## src/rtl/goc_tx_arbiter.sv

```systemverilog
// Two-requester round-robin arbiter feeding a GOC PWM transmitter.
// Handles frame ownership, stall timeout and the enforced inter-frame gap.
module goc_tx_arbiter #(
    parameter int unsigned GAP_W = 16,
    parameter int unsigned TO_W  = 22
) (
    input  logic               clk,
    input  logic               reset,
    input  logic               enable,
    input  logic [GAP_W-1:0]   gap_cycles,
    input  logic [TO_W-1:0]    timeout_cycles,
    input  logic [8:0]         r0_data,
    input  logic [8:0]         r1_data,
    input  logic               r0_valid,
    input  logic               r1_valid,
    output logic               r0_next,
    output logic               r1_next,
    output logic [8:0]         tx_data,
    output logic               tx_empty,
    input  logic               tx_re,
    output logic               tx_start,
    output logic [1:0]         grant,
    output logic [1:0]         done,
    output logic [1:0]         err,
    output logic               busy
);

    localparam logic [TO_W-1:0] STALL_MAX = {TO_W{1'b1}};

    typedef enum logic [1:0] {
        ST_IDLE,
        ST_START,
        ST_TX,
        ST_GAP
    } state_t;

    state_t             state_q, state_d;
    logic [1:0]         grant_q, grant_d;
    logic               ptr_q, ptr_d;
    logic [TO_W-1:0]    stall_q, stall_d;
    logic [GAP_W-1:0]   gap_q, gap_d;
    logic               tx_start_q, tx_start_d;
    logic [1:0]         done_q, done_d;
    logic [1:0]         err_q, err_d;
    logic               busy_q, busy_d;

    logic               pref_valid;
    logic               win;
    logic               gsel;
    logic               gvalid;
    logic               active;

    // Arbitration and granted-requester selection
    always_comb begin
        pref_valid = ptr_q ? r1_valid : r0_valid;
        win        = pref_valid ? ptr_q : ~ptr_q;
        gsel       = grant_q[1];
        gvalid     = gsel ? r1_valid : r0_valid;
        active     = (state_q == ST_START) || (state_q == ST_TX);
    end

    always_comb begin
        state_d    = state_q;
        grant_d    = grant_q;
        ptr_d      = ptr_q;
        stall_d    = stall_q;
        gap_d      = gap_q;
        tx_start_d = 1'b0;
        done_d     = 2'b00;
        err_d      = 2'b00;

        case (state_q)
            ST_IDLE: begin
                stall_d = '0;
                if (enable && (r0_valid || r1_valid)) begin
                    grant_d    = win ? 2'b10 : 2'b01;
                    tx_start_d = 1'b1;
                    state_d    = ST_START;
                end
            end
            ST_START: begin
                stall_d = '0;
                state_d = ST_TX;
            end
            ST_TX: begin
                // A drained requester wins over a simultaneous timeout
                if (!gvalid) begin
                    done_d  = grant_q;
                    gap_d   = gap_cycles;
                    ptr_d   = ~gsel;
                    grant_d = 2'b00;
                    state_d = ST_GAP;
                end else if ((timeout_cycles != '0) && (stall_q == timeout_cycles)) begin
                    err_d   = grant_q;
                    gap_d   = gap_cycles;
                    ptr_d   = ~gsel;
                    grant_d = 2'b00;
                    state_d = ST_GAP;
                end else if (tx_re) begin
                    stall_d = '0;
                end else if (stall_q != STALL_MAX) begin
                    stall_d = stall_q + TO_W'(1);
                end
            end
            ST_GAP: begin
                if (gap_q == '0) begin
                    state_d = ST_IDLE;
                end else begin
                    gap_d = gap_q - GAP_W'(1);
                end
            end
            default: begin
                state_d = ST_IDLE;
                grant_d = 2'b00;
            end
        endcase

        busy_d = (state_d != ST_IDLE);
    end

    always_ff @(posedge clk or posedge reset) begin
        if (reset) begin
            state_q    <= ST_IDLE;
            grant_q    <= 2'b00;
            ptr_q      <= 1'b0;
            stall_q    <= '0;
            gap_q      <= '0;
            tx_start_q <= 1'b0;
            done_q     <= 2'b00;
            err_q      <= 2'b00;
            busy_q     <= 1'b0;
        end else begin
            state_q    <= state_d;
            grant_q    <= grant_d;
            ptr_q      <= ptr_d;
            stall_q    <= stall_d;
            gap_q      <= gap_d;
            tx_start_q <= tx_start_d;
            done_q     <= done_d;
            err_q      <= err_d;
            busy_q     <= busy_d;
        end
    end

    // Transmitter-facing datapath follows the current owner while a frame is live
    assign tx_data  = active ? (gsel ? r1_data : r0_data) : 9'd0;
    assign tx_empty = active ? ~gvalid : 1'b1;
    assign r0_next  = active & tx_re & grant_q[0];
    assign r1_next  = active & tx_re & grant_q[1];

    assign tx_start = tx_start_q;
    assign grant    = grant_q;
    assign done     = done_q;
    assign err      = err_q;
    assign busy     = busy_q;

endmodule

```

## config.mk

```make
export PLATFORM = sky130hd
export DESIGN_NAME = goc_tx_arbiter
export DESIGN_NICKNAME = d
export VERILOG_FILES = /design/src/rtl/goc_tx_arbiter.sv
export SDC_FILE = /design/constraint.sdc
export NUM_CORES = 1
export LEC_CHECK = 0
export ABC_AREA = 1
export ABC_CLOCK_PERIOD_IN_PS = 2700
export CAP_MARGIN = 20
export CORE_ASPECT_RATIO = 1.2
export CORE_UTILIZATION = 35
export DETAILED_ROUTE_END_ITERATION = 8
export SYNTH_ARGS = -nofsm -noshare
export SYNTH_HDL_FRONTEND = slang
export SYNTH_SLANG_ARGS = --single-unit
```

## constraint.sdc

```tcl
create_clock -name clk -period 2.7 [get_ports clk]
set_clock_uncertainty 0.1 [all_clocks]
set_input_delay 0.27 -clock clk [delete_from_list [all_inputs] [get_ports clk]]
set_output_delay 0.27 -clock clk [all_outputs]
set_load 0.1 [all_outputs]
```

==> impl_metrics.ini <==
[outcome]
status = completed

[floorplanning]
rows = 41
dieArea_um2 = 11100
die_x_um = 96.5
start_util_pct = 35.9
fp.coreArea_um2 = 10500
chipHeight_um = 115
ioPinCount = 82

[cts]
root_buffer = clkbuf_16
cts_buffer_depth = 2
cts_resized = 0
post_cts_buffers = 0
clk_latency_ps = 300
cts_buffers = 5
htreeDepth = 2
cts_tree = built
clkSlewWorstSetupHoldPaths_ps = 70
holdBufCountCts = 0
cts.sinks = 49

[worst_setup_path]
crit_path_start_kind = flip-flop
worstPathRequired_ps = 2760
rr_worst_depth = 12
critPathKind = flip-flop to flip-flop
crit_fanout = 30
cp.arrival_ps = 2460
worstSetupEndpointType = flip-flop

[final_layout]
area_growth_pct = 30.0
drive_above_1_share_pct = 8.62
nFillCells = 1127
stdcell_area_um2 = 4880
n_antenna_cell = 0
stdcell_count = 802
fin_nets = 739

[drt]
drt_iter0_markers = 152
wl_per_cell_um = 14.0
drcViolationCount = 0
drtPass1Iterations = 4
viasPerCell = 4.97
num_vias = 3986
drt-total-wl_um = 11200
ant_nets = 0

[timing]
tns_ps = 0
worst_pin_slew_ps = 651
fmax_ghz = 0.417
post-route-min-period_ps = 2400
period_share_pct = 88.8
finalMaxSlewViolations = 0
setup_violations = 0
finalHoldViolCount = 0
relSlewSlack_pct = 56.6
rsz0062_at_grt = false
fin_hold_ws_ps = 354

[synthesis]
postSynthAreaPerCell_um2 = 6.29
ys_ff_latch = 49
ys_warn_count = 0
synthArstFlopShare_pct = 100
yosys_most_used_dff = dfrtp_1
ys_types = 35
synth_cells = 597
syn_area_um2 = 3750
ys_seq_area_share_pct = 32.7
synth_nets = 664
synth_edf_count = 0

[global_routing]
grt_pass1_vias = 3850
grt_pass1_wl_um = 18100
grt_overflow = 0
grtUsageTotal_pct = 21.0
grt_max_degree = 50
antenna_found_initial = 0

[place]
hpwlAfterDp_um = 8800
port_buffers = 81
placed_area_um2 = 4700
place_inst = 794
place.gp.congestion = 0.907

[power]
leakagePower_nw = 2.12
internal_power_mw = 2.10
ir_drop_uv = 1140
power.density_nw_per_um2 = 924
pwr-share-clk_pct = 16.5
p_sw_share_pct = 53.5
seqPwrFrac_pct = 23.3
p_total_mw = 4.51
power_frac_comb_pct = 60.2
switchingPower_mw = 2.41

[worst_hold_path]
hp-class = input pin to async pin

[flow_run]
drv_cap = 0
[placed cells by master, fill, tap and decap left out, drive strengths merged, types with 2 or more instances in the layout]
| cell | count |
|---|---|
| ha | 5 |
| xor2 | 11 |
| clkdlybuf4s50 | 61 |
| a211oi | 2 |
| nor4 | 4 |
| nand3 | 27 |
| dfrtp | 49 |
| xnor2 | 12 |
| nor2 | 117 |
| a31oi | 2 |
| a21oi | 20 |
| or2 | 2 |
| buf | 29 |
| clkbuf | 6 |
| o21ai | 60 |
| inv | 62 |
| nand2 | 160 |
| nor3 | 16 |
| nand4 | 19 |
[synth_stat cells (5+ instances only)]
| library cell | instances | area [um^2] |
|---|---|---|
| nand2_1 | 157 | 589 |
| nor2_1 | 116 | 435 |
| inv_1 | 61 | 229 |
| dfrtp_1 | 49 | 1230 |
| o21ai_0 | 44 | 220 |
| nand3_1 | 26 | 130 |
| a21oi_1 | 20 | 100 |
| nand4_1 | 19 | 119 |
| nor3_1 | 16 | 80.1 |
| o21ai_1 | 16 | 80.1 |
| xnor2_1 | 12 | 105 |
| xor2_1 | 11 | 96.3 |
| clkbuf_1 | 9 | 33.8 |
| buf_2 | 6 | 30.0 |
| ha_1 | 5 | 62.6 |
[power by group through the flow]
stage | sequential, mW | clock (mW) | combinational, mW
2_1_floorplan | 1.24 | 0 | 1.92
3_5_place_dp | 1.06 | 0 | 2.73
3_3_place_gp | 1.06 | 0 | 2.70
4_1_cts | 1.05 | 0.756 | 2.74
6_report | 1.05 | 0.743 | 2.72
5_1_grt | 1.08 | 0.784 | 2.95
[final cells by class]
type,count,area [um^2],share of cell area [%]
multi-input combinational,463,2200,45.1
clock inverter,2,37.5,0.769
sequential,49,1230,25.1
clock buffer,6,139,2.85
inverter,63,236,4.84
timing repair buffer,90,878,18.0
tap,129,161,3.31
[registers in the layout, indices dropped and copies added, names as in the netlist, 2 cells and up]
signal	count
stall_q	22
done	2
grant	2
gap_q	16
err	2
state_q	2
[path summary, 6_finish.rpt]
kind	to	startpoint	slack, ps
max	gap_q[13]	gap_q[0]	300
min	stall_q[10]	reset	350
max reg2reg	gap_q[13]	gap_q[0]	300
min reg2reg	gap_q[1]	gap_q[1]	420
max in group asynchronous	done[1]	reset	1690
min in group clk	gap_q[1]	gap_q[1]	420
[cells by family (layout without fill, tap and decap cells)]
family | after synthesis | after routing | share of synthesized area, %
AO/OA/AOI/OAI | 87 | 87 | 12.0
XOR/XNOR | 23 | 23 | 5.37
adder cells (fa/ha/maj) | 5 | 5 | 1.67
buffers and inverters | 85 | 161 | 9.53
flip-flops | 49 | 49 | 32.7
AND/OR/NAND/NOR | 348 | 348 | 38.8
[per-layer routing]
layer | part of all wire, % | track usage, % | up-vias
li1 | - | - | 2064
met1 | 43 | 25.4 | 1829
met2 | 51 | 37.7 | 73
met3 | 2.7 | 1.77 | 20
met4 | 3.2 | 8.73 | 0
met5 | 0 | 0 | -
[critical path, stage by stage (launching register included)]
cell,delay [ps]
dfrtp_1,410
inv_1,80
ha_1,160
inv_1,50
nor2_1,210
nand2_1,130
nor2_1,240
nand2_1,120
o21ai_0,170
inv_1,90
nand2_1,70
buf_4,290
o21ai_0,140
[stage by stage]
| step | util [%] | setup WS (ps) |
|---|---|---|
| finish | 46.6 | 302 |
| global route | 46.6 | 52.0 |
| CTS | 46.6 | 296 |
| floorplan | - | -263 |
| global placement | 45.0 | 299 |
| detailed placement | 45.0 | 262 |
Power figures use the tool's default switching activity.
